**src/rtl/matrix_scan_bcm.sv**
```systemverilog
// HUB75 panel scanner: shifts colour bit-planes into the panel chain and shows them with binary-coded OE timing.
// Optional SCAN_DIMMING_EN adds dim[1:0], which shortens OE-active time inside an unchanged display window.
module matrix_scan_bcm #(
  parameter int unsigned COLUMNS   = 64,
  parameter int unsigned ROW_BITS  = 4,
  parameter int unsigned BIT_DEPTH = 6,
  parameter int unsigned BASE_TIME = 8
) (
  input  logic                clk,
  input  logic                reset,
`ifdef SCAN_DIMMING_EN
  input  logic [1:0]          dim,
`endif
  output logic [5:0]          column_address,
  input  logic [5:0]          red,
  input  logic [5:0]          green,
  input  logic [5:0]          blue,
  output logic [2:0]          panel_rgb1,
  output logic [2:0]          panel_rgb2,
  output logic                panel_clk,
  output logic                panel_latch,
  output logic                panel_oe_n,
  output logic [ROW_BITS-1:0] row_address,
  output logic                frame_start
);

  localparam int unsigned COL_W   = 6;
  localparam int unsigned PLANE_W = (BIT_DEPTH > 1) ? $clog2(BIT_DEPTH) : 1;
  localparam int unsigned CNT_W   = $clog2((BASE_TIME << (BIT_DEPTH - 1)) + 1);

  typedef enum logic [1:0] {
    S_SHIFT   = 2'd0,
    S_LATCH   = 2'd1,
    S_DISPLAY = 2'd2,
    S_BLANK   = 2'd3
  } state_t;

  state_t              r_state,  w_state_nxt;
  logic                r_phase,  w_phase_nxt;
  logic [COL_W-1:0]    r_column, w_column_nxt;
  logic [PLANE_W-1:0]  r_plane,  w_plane_nxt;
  logic [ROW_BITS-1:0] r_row,    w_row_nxt;
  logic [CNT_W-1:0]    r_count,  w_count_nxt;
  logic [CNT_W-1:0]    r_on_cnt, w_on_cnt_nxt;

  logic [2:0]          r_rgb,    w_rgb_nxt;
  logic                r_pclk,   w_pclk_nxt;
  logic                r_latch,  w_latch_nxt;
  logic                r_oe_n,   w_oe_n_nxt;
  logic [ROW_BITS-1:0] r_row_addr;
  logic                r_frame_start, w_frame_start_nxt;

  logic [CNT_W-1:0]    w_window;
  logic [CNT_W-1:0]    w_on_time;

  assign w_window = CNT_W'(BASE_TIME << r_plane);

`ifdef SCAN_DIMMING_EN
  assign w_on_time = w_window >> dim;
`else
  assign w_on_time = w_window;
`endif

  // Panel outputs are registered from the state being left, so they lag the scan state by one cycle.
  always_ff @(posedge clk) begin
    if (reset) begin
      r_state       <= S_SHIFT;
      r_phase       <= 1'b0;
      r_column      <= '0;
      r_plane       <= '0;
      r_row         <= '0;
      r_count       <= '0;
      r_on_cnt      <= '0;
      r_rgb         <= '0;
      r_pclk        <= 1'b0;
      r_latch       <= 1'b0;
      r_oe_n        <= 1'b1;
      r_row_addr    <= '0;
      r_frame_start <= 1'b0;
    end else begin
      r_state       <= w_state_nxt;
      r_phase       <= w_phase_nxt;
      r_column      <= w_column_nxt;
      r_plane       <= w_plane_nxt;
      r_row         <= w_row_nxt;
      r_count       <= w_count_nxt;
      r_on_cnt      <= w_on_cnt_nxt;
      r_rgb         <= w_rgb_nxt;
      r_pclk        <= w_pclk_nxt;
      r_latch       <= w_latch_nxt;
      r_oe_n        <= w_oe_n_nxt;
      r_row_addr    <= r_row;
      r_frame_start <= w_frame_start_nxt;
    end
  end

  always_comb begin
    w_state_nxt       = r_state;
    w_phase_nxt       = r_phase;
    w_column_nxt      = r_column;
    w_plane_nxt       = r_plane;
    w_row_nxt         = r_row;
    w_count_nxt       = r_count;
    w_on_cnt_nxt      = r_on_cnt;
    w_rgb_nxt         = r_rgb;
    w_pclk_nxt        = 1'b0;
    w_latch_nxt       = 1'b0;
    w_oe_n_nxt        = 1'b1;
    w_frame_start_nxt = 1'b0;

    case (r_state)
      S_SHIFT: begin
        w_pclk_nxt = r_phase;
        if (!r_phase) begin
          w_rgb_nxt         = {blue[r_plane], green[r_plane], red[r_plane]};
          w_frame_start_nxt = (r_column == '0) && (r_plane == '0) && (r_row == '0);
          w_phase_nxt       = 1'b1;
        end else begin
          w_phase_nxt = 1'b0;
          if (r_column == COL_W'(COLUMNS - 1)) begin
            w_column_nxt = '0;
            w_state_nxt  = S_LATCH;
          end else begin
            w_column_nxt = r_column + COL_W'(1);
          end
        end
      end

      S_LATCH: begin
        w_latch_nxt  = 1'b1;
        w_count_nxt  = w_window;
        w_on_cnt_nxt = w_on_time;
        w_state_nxt  = S_DISPLAY;
      end

      // OE is active for the first r_on_cnt cycles of the full plane window.
      S_DISPLAY: begin
        w_oe_n_nxt  = (r_on_cnt == '0);
        w_count_nxt = r_count - CNT_W'(1);
        if (r_on_cnt != '0) begin
          w_on_cnt_nxt = r_on_cnt - CNT_W'(1);
        end
        if (r_count <= CNT_W'(1)) begin
          w_state_nxt = S_BLANK;
        end
      end

      S_BLANK: begin
        if (r_plane == PLANE_W'(BIT_DEPTH - 1)) begin
          w_plane_nxt = '0;
          w_row_nxt   = r_row + ROW_BITS'(1);
        end else begin
          w_plane_nxt = r_plane + PLANE_W'(1);
        end
        w_state_nxt = S_SHIFT;
      end

      default: w_state_nxt = S_SHIFT;
    endcase
  end

  assign column_address = r_column;
  assign panel_rgb1     = r_rgb;
  assign panel_rgb2     = r_rgb;
  assign panel_clk      = r_pclk;
  assign panel_latch    = r_latch;
  assign panel_oe_n     = r_oe_n;
  assign row_address    = r_row_addr;
  assign frame_start    = r_frame_start;

endmodule

```
**config.mk**
```make
export PLATFORM = sky130hd
export DESIGN_NAME = matrix_scan_bcm
export DESIGN_NICKNAME = d
export VERILOG_FILES = /design/src/rtl/matrix_scan_bcm.sv
export SDC_FILE = /design/constraint.sdc
export NUM_CORES = 1
export LEC_CHECK = 0
export ABC_AREA = 0
export CELL_PAD_IN_SITES_DETAIL_PLACEMENT = 1
export CELL_PAD_IN_SITES_GLOBAL_PLACEMENT = 1
export CORE_UTILIZATION = 25
export CTS_BUF_LIST = sky130_fd_sc_hd__clkbuf_4
export DETAILED_ROUTE_END_ITERATION = 10
export PLACE_DENSITY_LB_ADDON = 0.1
export SKIP_LAST_GASP = 1
export SLEW_MARGIN = 10
export SYNTH_ARGS = -nofsm -noshare
export SYNTH_HDL_FRONTEND = slang
export SYNTH_SLANG_ARGS = --single-unit
```
**constraint.sdc**
```tcl
create_clock -name clk -period 2.14 [get_ports clk]
set_input_delay 0.214 -clock clk [delete_from_list [all_inputs] [get_ports clk]]
set_output_delay 0.214 -clock clk [all_outputs]
set_load 0.03 [all_outputs]
```
==> impl_metrics.py, run 1 <==
metrics = {
    "route": {
        "vias_per_cell": 4.72,
        "routed_wirelength_um": 6740,
        "num_vias": 2147,
        "wl_per_cell_um": 14.8,
        "drt_first_pass_iters": 4,
        "drt_iter0_drc": 56,
        "drc_errors": 0,
        "ant_nets": 0,
    },
    "setup_path": {
        "critPathKind": "reg2reg",
        "cpPeakStageDelay_ns": 0.42,
        "start_kind": "flop",
        "regToRegSetupSlack_ns": 0.28,
        "r2r-start": "r_state[0]",
        "r2r-end": "r_on_cnt[4]",
        "slowest_stage": "dfxtp_1",
        "endpoint_kind": "flop",
        "reg2regPathDepth": 6,
        "crit_path_max_fanout": 8,
        "crit_chain": "inv_1 -> ha_1 -> buf_4 -> a31oi_1 -> nand2_1 -> a32o_1",
        "arrival_ns": 2.14,
        "crit_required_ns": 2.41,
    },
    "sta": {
        "fin_tns_setup_ns": 0,
        "finalCriticalPeriod_ns": 1.86,
        "fin_ws_ns": 0.275,
        "hold_viol": 0,
        "drv_slew": 0,
        "fin_skew_ns": 0.00777,
        "setup_viol": 0,
        "tightest_slew_ns": 0.571,
        "rsz0062_at_grt": "no",
        "max_freq_ghz": 0.536,
        "relSlewSlack_pct": 61.9,
        "finalCritPeriodShare_pct": 87.1,
    },
    "pwr": {
        "clockPowerShare_pct": 34.8,
        "swShare_pct": 24.9,
        "netSwitchingPower_uw": 387,
        "leakagePower_uw": 0.00110,
        "pwr-share-comb_pct": 9.9,
        "seqPwrFrac_pct": 55.3,
        "peakVddDrop_mv": 0.230,
        "p_per_area_mw_per_mm2": 511,
        "p_int_uw": 1170,
    },
    "logic_synthesis": {
        "yosys_warnings": 0,
        "synth-simple-area-share_pct": 23.5,
        "synth_commonest_cells": "dfxtp_1 (45), nor2_1 (33), o21ai_0 (22)",
        "synth_top_area_share_pct": 37.6,
        "synth_ff_type": "dfxtp_1",
        "synth_xor_area_share_pct": 3.29,
        "synth_cell_type_count": 51,
        "syn_avg_cell_area_um2": 8.44,
        "synth_top_family_by_area": "simple AND/OR/NAND/NOR gates",
        "netlist_area_mm2": 0.00240,
        "synth_most_common_cell": "dfxtp_1",
        "synthTopCellsByArea": "dfxtp_1 (38%), ha_1 (6.3%), nor2_1 (5.2%), o21ai_0 (4.6%), a21oi_1 (4.4%)",
        "seq_area_frac_synth_pct": 37.6,
        "ys_ff_latch": 45,
        "synthArstFlopShare_pct": 0,
        "syn_nets": 316,
        "synth_compound_area_share_pct": 17.1,
        "synth_edf_count": 0,
        "synth_fa_ha_area_share_pct": 6.26,
        "synth_top_area_cell": "dfxtp_1",
        "synth_mux_area_share_pct": 5.53,
        "synth_cells": 284,
    },
    "grt": {
        "grt_start_max_net_pins": 20,
        "grt_pass1_vias": 2344,
        "gr-total-overflow": 0,
        "grt_util_all_layers_pct": 14.8,
        "antenna_found_initial": 0,
        "grt_pass1_wl_um": 11700,
    },
    "clock_network": {
        "clk_latency_ns": 0.36,
        "cts_hold_buf": 0,
        "cts_max_level": 2,
        "cts_resized": 0,
        "clk_path_buf_depth": 2,
        "post_cts_buffers": 0,
        "cts_root_buf": "clkbuf_4",
        "cts_tree": "yes",
        "cts_buffers": 5,
        "cts_sinks": 45,
        "clkTransAtPathRegs_ns": 0.15,
    },
    "floorplan": {
        "coreArea_mm2": 0.00928,
        "io_pins": 40,
        "die_h_um": 99.9,
        "die_w_um": 99.9,
        "initial_core_util_pct": 25.8,
        "rows": 35,
        "die-area_mm2": 0.00999,
    },
    "placement": {
        "routabilityCongestion": 0.760,
        "dpl.hpwl_um": 4990,
        "post_dp_cell_area_mm2": 0.00296,
        "port_buffers": 39,
        "dp_slack_ns": 0.243,
    },
    "cells_and_area": {
        "diodes": 0,
        "seq_area_um2": 901,
        "drive_above_1_share_pct": 10.4,
        "syn_to_final_growth_pct": 27.0,
        "nets": 357,
        "multi_input_area_mm2": 0.00134,
        "fin_area_mm2": 0.00305,
        "fill_cells": 1155,
    },
    "run_status": {
        "status": "finished clean",
    },
    "worst_hold_path": {
        "worstHoldStart": "r_count[8]",
        "min_path_cells": 2,
        "whs_endpoint": "r_count[8]",
        "min_path_type": "reg2reg",
    },
    "flow_run": {
        "drv_cap": 0,
    },
}
## worst max-delay path: cells and delay by family (launching register included)
kind,cells,cell delay (ns)
AO/OA/AOI/OAI,2,0.68
AND/OR/NAND/NOR,1,0.10
adder cells (fa/ha/maj),1,0.30
flip-flops,1,0.42
buffers and inverters,2,0.28
## cell type report
class                           count  area share [%]
Clock buffer                        5            1.23
Inverter                           18            2.22
Clock inverter                      3            1.36
Timing Repair Buffer               53            16.3
Multi-Input combinational cell    202            44.0
Sequential cell                    45            29.6
Tap cell                          129            5.30
## power by group through the flow
stage          Clock [µW]  Combinational [µW]  Sequential (µW)
3_3_place_gp            0                 157              880
3_5_place_dp            0                 156              880
2_1_floorplan           0                60.1              900
6_report              542                 154              862
4_1_cts               578                 157              863
5_1_grt               615                 167              865
## cells in the final DEF, fill, tap and decap left out, types with 2 or more instances in the layout
cell             synthesis  layout
buf_4                    3      14
a21oi_1                 21      21
nand4_1                  4       4
a221oi_1                 3       3
o21ai_0                 22      22
xnor2_1                  4       4
dfxtp_1                 45      45
nand2_1                 17      17
nand3_1                  5       5
o311ai_0                 2       2
nand2b_1                 3       3
nor2_1                  33      33
xor2_1                   5       5
and2_1                   3       3
mux4_2                   3       3
nor2b_1                  6       6
nor4_1                  10       9
nor3b_1                  2       2
mux2_2                   4       4
ha_1                    12      12
nor3_1                   5       5
mux2i_1                  2       2
inv_1                   18      18
and3_1                   5       5
or4_1                    2       2
a31oi_1                  5       5
or3_1                    2       2
clkdlybuf4s50_1          0      39
clkbuf_4                 0       5
nor4b_1                  2       2
## routing by layer
| metal | GRT usage (%) | routed length (µm) | vias up |
|---|---|---|---|
| li1 | - | - | 1089 |
| met4 | 3.73 | 59 | 0 |
| met5 | 0 | 0 | - |
| met3 | 2.30 | 107 | 4 |
| met2 | 25.3 | 3180 | 23 |
| met1 | 19.3 | 3390 | 1031 |
## worst max-delay path by stage
stage               startpoint       endpoint  slack, ns  cells past startpoint
floorplan           r_state[0]    r_on_cnt[7]       0.44                      6
global placement    r_plane[0]  panel_rgb1[0]       0.31                      3
detailed placement  r_state[0]    r_on_cnt[3]       0.24                      6
CTS                 r_state[0]    r_on_cnt[3]       0.19                      6
global route        r_state[0]    r_on_cnt[5]       0.08                      6
finish              r_state[0]    r_on_cnt[4]       0.28                      6
## per-stage QoR
step	hold WS (ns)	std cells	total power [µW]	util [%]
2_1_floorplan	0.454	284	960	-
3_3_place_gp	0.471	447	1040	31.9
3_5_place_dp	0.486	447	1040	31.9
4_1_cts	0.509	455	1600	32.7
5_1_grt	0.537	455	1650	32.8
6_report	0.501	455	1560	32.8
## sequential cells by signal (all words and copies together), names as in the netlist
register,count
panel_rgb1,3
r_on_cnt,9
r_plane,3
column_address,6
panel_oe_n,1
row_address,4
r_phase,1
panel_latch,1
r_state,2
r_count,9
panel_clk,1
frame_start,1
r_row,4
## logic make-up (layout without fill, tap and decap cells)
group           count (synthesis)  after routing
xor+xnor                        9              9
fa+ha+maj                      12             12
flops                          45             45
buf+inv                        37             79
compound gates                 66             66
mux                             9              9
simple gates                  106            106
Power figures use the tool's default switching activity.
==> inputs of run 2 (changes only) <==
--- a/config.mk
+++ b/config.mk
@@ -10,6 +10,7 @@
 export CELL_PAD_IN_SITES_GLOBAL_PLACEMENT = 1
 export CORE_UTILIZATION = 25
 export CTS_BUF_LIST = sky130_fd_sc_hd__clkbuf_4
+export CTS_CLUSTER_SIZE = 14
 export DETAILED_ROUTE_END_ITERATION = 10
 export PLACE_DENSITY_LB_ADDON = 0.1
 export SKIP_LAST_GASP = 1
==> results of run 2 <==
Same layout as run 1: the final DEF is identical, and so are final timing and power.
